### config.mk
export PLATFORM = sky130hd
export DESIGN_NAME = bank_rd_agu
export DESIGN_NICKNAME = d
export VERILOG_FILES = /design/src/rtl/bank_rd_agu.sv
export SDC_FILE = /design/constraint.sdc
export NUM_CORES = 1
export LEC_CHECK = 0
export ABC_AREA = 1
export CORE_ASPECT_RATIO = 0.75
export CORE_MARGIN = 4
export CORE_UTILIZATION = 40
export DETAILED_ROUTE_END_ITERATION = 12
export SLEW_MARGIN = 20
export SYNTH_ARGS = -nofsm -noshare
export SYNTH_HDL_FRONTEND = slang
export SYNTH_SLANG_ARGS = --single-unit
export TNS_END_PERCENT = 20
### constraint.sdc
create_clock -name clk -period 2.4 [get_ports clk]
set_input_delay 0.24 -clock clk [delete_from_list [all_inputs] [get_ports clk]]
set_output_delay 0.24 -clock clk [all_outputs]
set_load 0.02 [all_outputs]
### src/rtl/bank_rd_agu.sv
// Read-side address generator for one 128-bit data bank.
// Walks a base / inner-stride / outer-stride pattern, issues one read per
// cycle, and delays the issue strobe by the bank read latency so that
// rd_valid/rd_last line up with the bank's read word.
module bank_rd_agu #(
    parameter int a      = 9,
    parameter int RD_LAT = 2
) (
    input  logic         clk,
    input  logic         rst_n,
    input  logic         start,
    input  logic [a-1:0] base_addr,
    input  logic [a-1:0] i_cnt_m1,
    input  logic [a-1:0] o_cnt_m1,
    input  logic [a-1:0] i_stride,
    input  logic [a-1:0] o_stride,
    input  logic [1:0]   muxcode,
    input  logic         hold,
    output logic         busy,
    output logic         done,
    output logic         rd_en,
    output logic [a-1:0] rd_addr,
    output logic [1:0]   rd_muxcode,
    output logic         rd_valid,
    output logic         rd_last
);

    typedef enum logic [1:0] {
        S_IDLE,
        S_RUN,
        S_DRAIN
    } state_t;

    state_t            state_q;
    logic [a-1:0]      ptr_q;
    logic [a-1:0]      optr_q;
    logic [a-1:0]      i_q;
    logic [a-1:0]      o_q;
    logic [a-1:0]      icnt_q;
    logic [a-1:0]      ocnt_q;
    logic [a-1:0]      istr_q;
    logic [a-1:0]      ostr_q;
    logic [1:0]        mux_q;
    logic [RD_LAT-1:0] vld_q;
    logic [RD_LAT-1:0] vld_d;
    logic [RD_LAT-1:0] lst_q;
    logic [RD_LAT-1:0] lst_d;

    logic issue;
    logic i_more;
    logic o_more;
    logic final_issue;

    // Issue strobe and end-of-loop decode for the current pointer.
    always_comb begin
        issue       = (state_q == S_RUN) && !hold;
        i_more      = (i_q < icnt_q);
        o_more      = (o_q < ocnt_q);
        final_issue = issue && !i_more && !o_more;
    end

    // Command FSM and address walk; counters compare before incrementing.
    always_ff @(posedge clk or negedge rst_n) begin
        if (!rst_n) begin
            state_q <= S_IDLE;
            ptr_q   <= '0;
            optr_q  <= '0;
            i_q     <= '0;
            o_q     <= '0;
            icnt_q  <= '0;
            ocnt_q  <= '0;
            istr_q  <= '0;
            ostr_q  <= '0;
            mux_q   <= '0;
        end else begin
            case (state_q)
                S_IDLE: begin
                    if (start) begin
                        ptr_q   <= base_addr;
                        optr_q  <= base_addr;
                        i_q     <= '0;
                        o_q     <= '0;
                        icnt_q  <= i_cnt_m1;
                        ocnt_q  <= o_cnt_m1;
                        istr_q  <= i_stride;
                        ostr_q  <= o_stride;
                        mux_q   <= muxcode;
                        state_q <= S_RUN;
                    end
                end
                S_RUN: begin
                    if (issue) begin
                        if (i_more) begin
                            i_q   <= i_q + 1'b1;
                            ptr_q <= ptr_q + istr_q;
                        end else if (o_more) begin
                            i_q    <= '0;
                            o_q    <= o_q + 1'b1;
                            optr_q <= optr_q + ostr_q;
                            ptr_q  <= optr_q + ostr_q;
                        end else begin
                            state_q <= S_DRAIN;
                        end
                    end
                end
                S_DRAIN: begin
                    if (done) begin
                        state_q <= S_IDLE;
                    end
                end
                default: state_q <= S_IDLE;
            endcase
        end
    end

    // Next value of the read-latency shift registers (bit 0 = this cycle's issue).
    always_comb begin
        vld_d    = '0;
        lst_d    = '0;
        vld_d[0] = issue;
        lst_d[0] = final_issue;
        for (int unsigned k = 1; k < unsigned'(RD_LAT); k++) begin
            vld_d[k] = vld_q[k-1];
            lst_d[k] = lst_q[k-1];
        end
    end

    // Read-latency shift registers; reset discards in-flight reads.
    always_ff @(posedge clk or negedge rst_n) begin
        if (!rst_n) begin
            vld_q <= '0;
            lst_q <= '0;
        end else begin
            vld_q <= vld_d;
            lst_q <= lst_d;
        end
    end

    // Output drive.
    always_comb begin
        busy       = (state_q != S_IDLE);
        rd_en      = issue;
        rd_addr    = ptr_q;
        rd_muxcode = mux_q;
        rd_valid   = vld_q[RD_LAT-1];
        rd_last    = lst_q[RD_LAT-1];
        done       = (state_q == S_DRAIN) && vld_q[RD_LAT-1] && lst_q[RD_LAT-1];
    end

endmodule

==> results of run 1 <==
==> cell families (layout without fill, tap and decap cells) <==
family | after synthesis | count (layout) | share of synthesized area
AND/OR/NAND/NOR | 332 | 332 | 0.289
buffers and inverters | 82 | 158 | 0.0737
flip-flops | 80 | 80 | 0.414
AO/OA/AOI/OAI | 49 | 49 | 0.0540
adder cells (fa/ha/maj) | 36 | 36 | 0.0962
multiplexers | 22 | 22 | 0.0512
XOR/XNOR | 12 | 12 | 0.0217
==> flip-flops by register name, summed over array words and instances, names as in the netlist <==
| register | count |
|---|---|
| o_q | 9 |
| state_q | 2 |
| istr_q | 9 |
| vld_q | 2 |
| ocnt_q | 9 |
| rd_addr | 9 |
| optr_q | 9 |
| i_q | 9 |
| lst_q | 2 |
| icnt_q | 9 |
| ostr_q | 9 |
| rd_muxcode | 2 |
==> power groups by stage <==
stage / Combinational, mW / Clock (mW) / Sequential [mW]
after floorplan: 0.0156 / 0 / 1.37
after global placement: 0.136 / 0 / 1.37
after detailed placement: 0.136 / 0 / 1.37
after CTS: 0.138 / 1.38 / 1.35
after global routing: 0.148 / 1.45 / 1.35
final: 0.134 / 1.35 / 1.35
==> metal layers <==
metal | GRT usage | routed length [um] | share of wire | vias up
li1 | - | - | - | 2100
met1 | 0.245 | 5870 | 0.52 | 1839
met2 | 0.261 | 4670 | 0.41 | 106
met3 | 0.0416 | 605 | 0.054 | 14
met4 | 0.0449 | 150 | 0.013 | 0
met5 | 0 | 0 | 0 | -
==> area by class of cell <==
cell class	instances	share of cell area
Clock inverter	5	0.00980
Inverter	66	0.0413
Tap cell	162	0.0338
Multi-Input combinational cell	451	0.414
Clock buffer	10	0.0381
Timing Repair Buffer	77	0.130
Sequential cell	80	0.333
==> per-stage QoR <==
step | power, mW | hold WS [ns] | instances
after floorplan | 1.39 | -0.0556 | 613
after global placement | 1.51 | 0.279 | 835
after detailed placement | 1.51 | 0.281 | 835
after global routing | 2.94 | 0.366 | 851
after CTS | 2.87 | 0.349 | 851
final | 2.83 | 0.346 | 851
==> placed cells by master (no fill, tap or decap), types with 5 or more instances in the layout <==
| master | Yosys | final |
|---|---|---|
| sky130_fd_sc_hd__inv_1 | 62 | 62 |
| sky130_fd_sc_hd__xnor2_1 | 7 | 7 |
| sky130_fd_sc_hd__mux2_2 | 22 | 22 |
| sky130_fd_sc_hd__nor2_1 | 50 | 50 |
| sky130_fd_sc_hd__o21ai_0 | 10 | 10 |
| sky130_fd_sc_hd__nand2_1 | 203 | 202 |
| sky130_fd_sc_hd__a21oi_1 | 30 | 30 |
| sky130_fd_sc_hd__clkbuf_16 | 0 | 9 |
| sky130_fd_sc_hd__buf_4 | 3 | 8 |
| sky130_fd_sc_hd__dfrtp_1 | 80 | 80 |
| sky130_fd_sc_hd__ha_1 | 34 | 34 |
| sky130_fd_sc_hd__xor2_1 | 5 | 5 |
| sky130_fd_sc_hd__nand3_1 | 54 | 54 |
| sky130_fd_sc_hd__clkdlybuf4s50_1 | 0 | 65 |
==> worst max-delay path by stage <==
stage           start          to  slack, ns  cells after the start
2_1_floorplan  i_q[4]  rd_addr[3]       0.53                     13
3_3_place_gp   i_q[4]      i_q[6]       0.33                     13
3_5_place_dp   i_q[4]      i_q[6]       0.30                     13
4_1_cts        i_q[4]      i_q[6]       0.26                     13
5_1_grt        i_q[4]      i_q[6]       0.07                     13
6_report       i_q[4]      i_q[6]       0.27                     13
==> flow_summary.rst, run 1 <==
.. list-table::
   :header-rows: 1

   * - Metric
     - Value
   * - Worst path required time
     - 2.65 ns
   * - Biggest area consumer among synthesized cells
     - sky130_fd_sc_hd__dfrtp_1
   * - Yosys cell types
     - 34
   * - Number of enable flip-flop cells after synthesis
     - 0
   * - Top cells by count, synth
     - sky130_fd_sc_hd__nand2_1 (203), sky130_fd_sc_hd__dfrtp_1 (80), sky130_fd_sc_hd__inv_1 (62)
   * - # Max-Cap Violations
     - 0
   * - # H-tree levels
     - 3
   * - Run status
     - completed
   * - Postcts setup bufs
     - 0
   * - Core ar.
     - 0.0117 mm2
   * - Unrepaired setup endpoints after global routing
     - false
   * - Number of endpoints with negative hold slack in the final report
     - 0
   * - WP data arrival
     - ~2.4 ns
   * - Clock root buffer
     - sky130_fd_sc_hd__clkbuf_16
   * - Crit end category
     - flip-flop
   * - Core utilization of the finished layout
     - 0.513
   * - Clock slew seen by the registers of the worst setup and hold paths
     - 0.06 ns
   * - Pin count of the biggest net entering global routing
     - between 40 and 50
   * - Final design area excluding fillers
     - approximately 0.0060 mm2
   * - Post-route setup slack
     - about 0.27 ns
   * - Via density
     - between 4 and 5
   * - Critical path's largest stage delay
     - approximately 0.46 ns
   * - Sink count of the clock tree
     - 80
   * - Die ar.
     - 0.0139 mm2
   * - Final-layout setup total negative slack
     - 0 ns
   * - Mapped Area
     - ~0.0048 mm2
   * - Clk pwr share
     - 0.476
   * - Antenna violations before repair
     - 0
   * - FF+latch count, synth
     - 80
   * - Std-Cell Rows
     - 34
   * - Synthesized area per cell
     - 7.89 um2
   * - Cell chain of the critical path
     - ha_1 -> nand2_1 -> inv_1 -> nand2_1 -> nand2_1 -> nand2_1 -> nand3_1 -> nor2_4 -> nand2_2 -> buf_4 -> inv_1 -> nand3_1 -> o21ai_0
   * - Final global-route overflow total
     - 0
   * - Starting DRC count in detailed routing
     - 192
   * - Sequential fraction of the synthesis area
     - 0.414
   * - Placed inst area
     - approximately 0.0057 mm2
   * - Source-to-sink clock delay at the later pin of the worst-skew pair
     - ~0.34 ns
   * - Measured slew at the worst slew-check pin
     - 0.553 ns
   * - Post-cts hold buffer count
     - 1
   * - DP HPWL
     - between 8000 and 9000 um
   * - Final weighted congestion in routability-driven placement
     - just over 0.9
   * - Clock tree from TritonCTS
     - yes
   * - Remaining number of nets flagged by the antenna check after routing
     - 0
   * - Growth of design area from synthesis to finish
     - 24.1%
   * - Relative slew margins
     - 0.631
   * - Vias post-DR
     - roughly 4000
   * - Psw
     - between 0.6 and 0.7 mW
   * - Number of cell instances on the worst register-to-register path
     - 13
   * - 1st-pass router iterations
     - 4
   * - Inserted Diodes
     - 0
   * - Setup Skew
     - about 0.0043 ns
   * - Pins over their slew limit
     - 0
   * - Fraction of synthesis flops using an asynchronous set or reset pin
     - 1.00
   * - Share of the synthesized area in the top cell type
     - 0.414
   * - Internal power component
     - ~2.2 mW
   * - Type of the worst setup path
     - flip-flop to flip-flop
   * - Final routed wire length divided by cell count
     - ~13 um
   * - Fin nets
     - slightly below 800
   * - WP buf/inv
     - 3
   * - Synth top area cells
     - sky130_fd_sc_hd__dfrtp_1 (41%), sky130_fd_sc_hd__nand2_1 (16%), sky130_fd_sc_hd__ha_1 (8.8%)
   * - Maximum buffer depth of the clock tree
     - 2
   * - Combinational cell fraction of total power
     - 0.047
   * - Vertical die dimension
     - about 100 um
   * - Post-placement setup slack
     - 0.299 ns
   * - Count of filler cells inserted in the layout
     - 1110
   * - Kind of start point of the critical path
     - flip-flop
   * - Hold Path Depth
     - 0
   * - Slowest stage cell, crit path
     - sky130_fd_sc_hd__dfrtp_1
   * - Hold endpoint
     - vld_q[1]
   * - Power density of the placed cells
     - approximately 470 mW/mm2
   * - Setup violations, final
     - 0
   * - PostCTS Resize Cnt
     - 0
   * - Count of buffers from port buffering
     - 66
   * - Leakage power of the design
     - between 3 and 4 nW
   * - Path category of the worst min-delay check
     - flip-flop to flip-flop
   * - Syn nets
     - 700
   * - Num ports
     - 67
   * - Die outline width
     - between 100 and 150 um
   * - Wire length of the first global-routing pass
     - around 19000 um
   * - Number of instances in the synthesized netlist
     - ~610
   * - Sequential Power Share
     - 0.476
   * - Most prevalent standard cell on the critical path
     - sky130_fd_sc_hd__nand2_1
   * - Reg2Reg Setup Slack
     - roughly 0.27 ns
   * - Switching share of power
     - 0.212
   * - Register Area
     - 0.00200 mm2
   * - Clock buffers created by TritonCTS
     - 9
   * - Final WL
     - between 10000 and 15000 um
   * - Most frequent cell after synthesis
     - sky130_fd_sc_hd__nand2_1
   * - DRC
     - 0
   * - Startpoint of the lowest-slack hold path
     - vld_q[0]
   * - Worst-path maximum fanout
     - 19
   * - Prevailing post-synth register cell
     - sky130_fd_sc_hd__dfrtp_1
   * - Crit path max-delay family
     - simple AND/OR/NAND/NOR gates
   * - GRT Overall Usage
     - 0.171
   * - Time the worst path needs with I/O delays and setup
     - approximately 2.1 ns
   * - Reg2Reg Launch Point
     - i_q[4]
   * - Combined area of the multi-input logic cells
     - around 0.0025 mm2
   * - Worst reg2reg path endpoint
     - i_q[6]
   * - Synth Warn #
     - 0
   * - Part of the cycle the worst path needs
     - 0.886
   * - Ratio of cells with drive above 1 in the final layout
     - 0.0958
   * - Maximum clock rate
     - roughly 470 MHz
   * - Largest voltage drop on the vdd net
     - ~0.3 mV
   * - Via count of the first global-routing pass
     - 4000
   * - Initial Utilization
     - 0.414
Power figures use the tool's default switching activity.
==> inputs of run 2 (changes only) <==
Settings changed: TNS_END_PERCENT 20 to default.
==> results of run 2 <==
Same layout as run 1: the final DEF is identical, and so are final timing and power.
==> inputs of run 3 (changes only) <==
Clock period 2.4 ns to 2 ns, I/O delays scaled along.
==> run 3 against run 2 <==
Die area unchanged. Routed wire length up 3.9%. Non-clock buffer count up 20. Sequential power up 20%. Maximum frequency up 12%. Clock skew up 0.0058 ns. Critical path depth down 2. Highest routed layer unchanged. Global-route usage up 0.41 points. Sequential share of layout area down 1.6 points. Register-to-register slack worse by 0.17 ns. Count of clock-buffer cells in the layout up 2. Cell count up 2.5%.
==> flow_summary.rst, run 3 (same netlist as run 1, synthesis figures left out) <==
.. list-table::
   :header-rows: 1

   * - Metric
     - Value
   * - Std-Cell Rows
     - 34 (unchanged)
   * - Number of endpoints with negative hold slack in the final report
     - 0 (unchanged)
   * - Final weighted congestion in routability-driven placement
     - 0.883 (was 0.934)
   * - Count of buffers from port buffering
     - 66 (unchanged)
   * - Initial Utilization
     - 0.414 (unchanged)
   * - GRT Overall Usage
     - 0.175 (was 0.171)
   * - # H-tree levels
     - 3 (unchanged)
   * - Critical path's largest stage delay
     - 0.46 ns (about the same)
   * - Vertical die dimension
     - 103 um (unchanged)
   * - Worst path required time
     - 2.22 ns (was 2.65 ns)
   * - Fin nets
     - 792 (was 772)
   * - Maximum buffer depth of the clock tree
     - 2 (unchanged)
   * - Clock tree from TritonCTS
     - yes (unchanged)
   * - Post-route setup slack
     - 0.108 ns (was 0.274 ns)
   * - # Max-Cap Violations
     - 0 (unchanged)
   * - Final routed wire length divided by cell count
     - 13.5 um (was 13.3 um)
   * - Most common cell after layout, fill and taps aside
     - sky130_fd_sc_hd__nand2_1 (unchanged)
   * - Via density
     - 4.80 (was 4.77)
   * - Reg2Reg Setup Slack
     - 0.11 ns (was 0.27 ns)
   * - Source-to-sink clock delay at the later pin of the worst-skew pair
     - 0.34 ns (about the same)
   * - Type of the worst setup path
     - flip-flop to flip-flop (unchanged)
   * - Commonest non-fill, non-tap cells in the layout
     - sky130_fd_sc_hd__nand2_1 (199), sky130_fd_sc_hd__dfrtp_1 (78), sky130_fd_sc_hd__clkdlybuf4s50_1 (63) (was sky130_fd_sc_hd__nand2_1 (202), sky130_fd_sc_hd__dfrtp_1 (80), sky130_fd_sc_hd__clkdlybuf4s50_1 (65))
   * - Part of the cycle the worst path needs
     - 0.946 (was 0.886)
   * - Wire length of the first global-routing pass
     - 19300 um (was 18900 um)
   * - Reg2Reg Launch Point
     - i_q[5] (was i_q[4])
   * - Measured slew at the worst slew-check pin
     - 0.574 ns (was 0.553 ns)
   * - Sink count of the clock tree
     - 80 (unchanged)
   * - WP buf/inv
     - 2 (was 3)
   * - Starting DRC count in detailed routing
     - 268 (was 192)
   * - Setup Skew
     - 0.0101 ns (was 0.00427 ns)
   * - Setup violations, final
     - 0 (unchanged)
   * - Cell chain of the critical path
     - ha_1 -> nand2_1 -> nor2_2 -> nand3_2 -> nand3_2 -> nor2_4 -> nand2_2 -> buf_4 -> inv_1 -> nand3_1 -> o21ai_0 (was ha_1 -> nand2_1 -> inv_1 -> nand2_1 -> nand2_1 -> nand2_1 -> nand3_1 -> nor2_4 -> nand2_2 -> buf_4 -> inv_1 -> nand3_1 -> o21ai_0)
   * - Die ar.
     - 0.0139 mm2 (unchanged)
   * - Die outline width
     - 135 um (unchanged)
   * - Post-placement setup slack
     - 0.0484 ns (was 0.299 ns)
   * - Time the worst path needs with I/O delays and setup
     - 1.89 ns (was 2.13 ns)
   * - Growth of design area from synthesis to finish
     - 30.3% (was 24.1%)
   * - Clock root buffer
     - sky130_fd_sc_hd__clkbuf_16 (unchanged)
   * - Worst-path maximum fanout
     - 10 (was 19)
   * - DRC
     - 0 (unchanged)
   * - Slowest stage cell, crit path
     - sky130_fd_sc_hd__dfrtp_1 (unchanged)
   * - Power density of the placed cells
     - 597 mW/mm2 (was 472 mW/mm2)
   * - Antenna violations before repair
     - 0 (unchanged)
   * - Remaining number of nets flagged by the antenna check after routing
     - 0 (unchanged)
   * - Final design area excluding fillers
     - 0.00631 mm2 (was 0.00600 mm2)
   * - Ratio of cells with drive above 1 in the final layout
     - 0.144 (was 0.0958)
   * - Path category of the worst min-delay check
     - flip-flop to flip-flop (unchanged)
   * - Core ar.
     - 0.0117 mm2 (unchanged)
   * - Placed inst area
     - 0.00578 mm2 (was 0.00571 mm2)
   * - Pins over their slew limit
     - 0 (unchanged)
   * - CP Launch Point
     - i_q[5] (was i_q[4])
   * - Unrepaired setup endpoints after global routing
     - true (was false)
   * - Tot Pwr
     - 3.77 mW (was 2.83 mW)
   * - Vias post-DR
     - 4183 (was 4059)
   * - Num ports
     - 67 (unchanged)
   * - Startpoint of the lowest-slack hold path
     - lst_q[0] (was vld_q[0])
   * - WP data arrival
     - 2.11 ns (was 2.38 ns)
   * - Maximum clock rate
     - 529 MHz (was 470 MHz)
   * - Clock buffers created by TritonCTS
     - 9 (unchanged)
   * - Clock slew seen by the registers of the worst setup and hold paths
     - 0.06 ns (about the same)
   * - Crit end category
     - flip-flop (unchanged)
   * - DP HPWL
     - 8660 um (was 8550 um)
   * - Relative slew margins
     - 0.617 (was 0.631)
   * - Most prevalent standard cell on the critical path
     - sky130_fd_sc_hd__nand3_2 (was sky130_fd_sc_hd__nand2_1)
   * - Leakage power of the design
     - 3.43 nW (was 3.25 nW)
   * - Crit path max-delay family
     - simple AND/OR/NAND/NOR gates (unchanged)
   * - Kind of start point of the critical path
     - flip-flop (unchanged)
   * - Via count of the first global-routing pass
     - 3993 (was 4000)
   * - Final WL
     - 11700 um (was 11300 um)
   * - 1st-pass router iterations
     - 4 (unchanged)
   * - Pin count of the biggest net entering global routing
     - 45 (was 43)
   * - Run status
     - completed (unchanged)
   * - Inserted Diodes
     - 0 (unchanged)
   * - Final global-route overflow total
     - 0 (unchanged)
   * - Largest voltage drop on the vdd net
     - 0.360 mV (was 0.301 mV)
run 3: changes by cell type in the layout (fill, tap and decap cells not counted), moves of 2 or more:
| cell | previous run | this run |
|---|---|---|
| sky130_fd_sc_hd__clkinvlp_4 | 2 | 0 |
| sky130_fd_sc_hd__dfrtp_1 | 80 | 78 |
| sky130_fd_sc_hd__bufinv_16 | 1 | 3 |
| sky130_fd_sc_hd__clkdlybuf4s50_1 | 65 | 63 |
| sky130_fd_sc_hd__nand2_1 | 202 | 199 |
| sky130_fd_sc_hd__buf_4 | 8 | 26 |
| sky130_fd_sc_hd__nand2_2 | 4 | 6 |
| sky130_fd_sc_hd__nor2_1 | 50 | 47 |
| sky130_fd_sc_hd__nor2_2 | 2 | 5 |
| sky130_fd_sc_hd__nand3_1 | 54 | 51 |
| sky130_fd_sc_hd__clkbuf_8 | 0 | 3 |
| sky130_fd_sc_hd__nand3_2 | 1 | 4 |
| sky130_fd_sc_hd__dfrtp_2 | 0 | 2 |
run 3: final cells by class:
type / instances / area [um2]
tap: 162 / 203
multi-input combinational: 451 / 2530
inverter: 66 / 253
clock buffer: 12 / 267
fill: 1079 / 5390
clock inverter: 4 / 98.8
timing repair buffer: 97 / 948
sequential: 80 / 2000
run 3: report_power, final:
| group | internal, mW | switching [mW] |
|---|---|---|
| clock network | 1.32 | 0.665 |
| logic | 0.0984 | 0.0619 |
| registers | 1.62 | 0 |
| total | 3.04 | 0.727 |
run 3: path summary, 6_finish.rpt:
| check | end | cells after the start |
|---|---|---|
| worst max-delay path | i_q[6] | 11 |
| worst min-delay path | lst_q[1] | 0 |
| worst max register to register | i_q[6] | 11 |
| worst min register to register | lst_q[1] | 0 |
| max in group asynchronous | o_q[8] | 3 |
| min in group asynchronous | ostr_q[5] | 2 |
run 3: metal layers:
layer,GRT usage,vias up,wire length [um]
met2,0.275,97,5290
met3,0.0421,10,609
met5,0,-,0
met1,0.248,1937,5740
met4,0.0372,0,104
li1,-,2139,-
run 3: through the flow:
stage | hold slack [ns] | TNS, ns | util | instances
2_1_floorplan | -0.0956 | 0 | - | 613
3_3_place_gp | 0.247 | 0 | 0.494 | 848
3_5_place_dp | 0.250 | 0 | 0.494 | 848
4_1_cts | 0.348 | 0 | 0.526 | 865
5_1_grt | 0.367 | -0.0884 | 0.539 | 872
6_report | 0.348 | 0 | 0.539 | 872
run 3: timing repair:
| item | 4_1_cts | 5_1_grt |
|---|---|---|
| gates resized for setup | 1 | 23 |
| pin swaps | 0 | 5 |
| gates cloned | 0 | 2 |
| hold endpoints to repair | 41 | 0 |
| hold buffers | 1 | 0 |
| setup endpoints to repair | 1 | 34 |
| setup buffers | 0 | 5 |
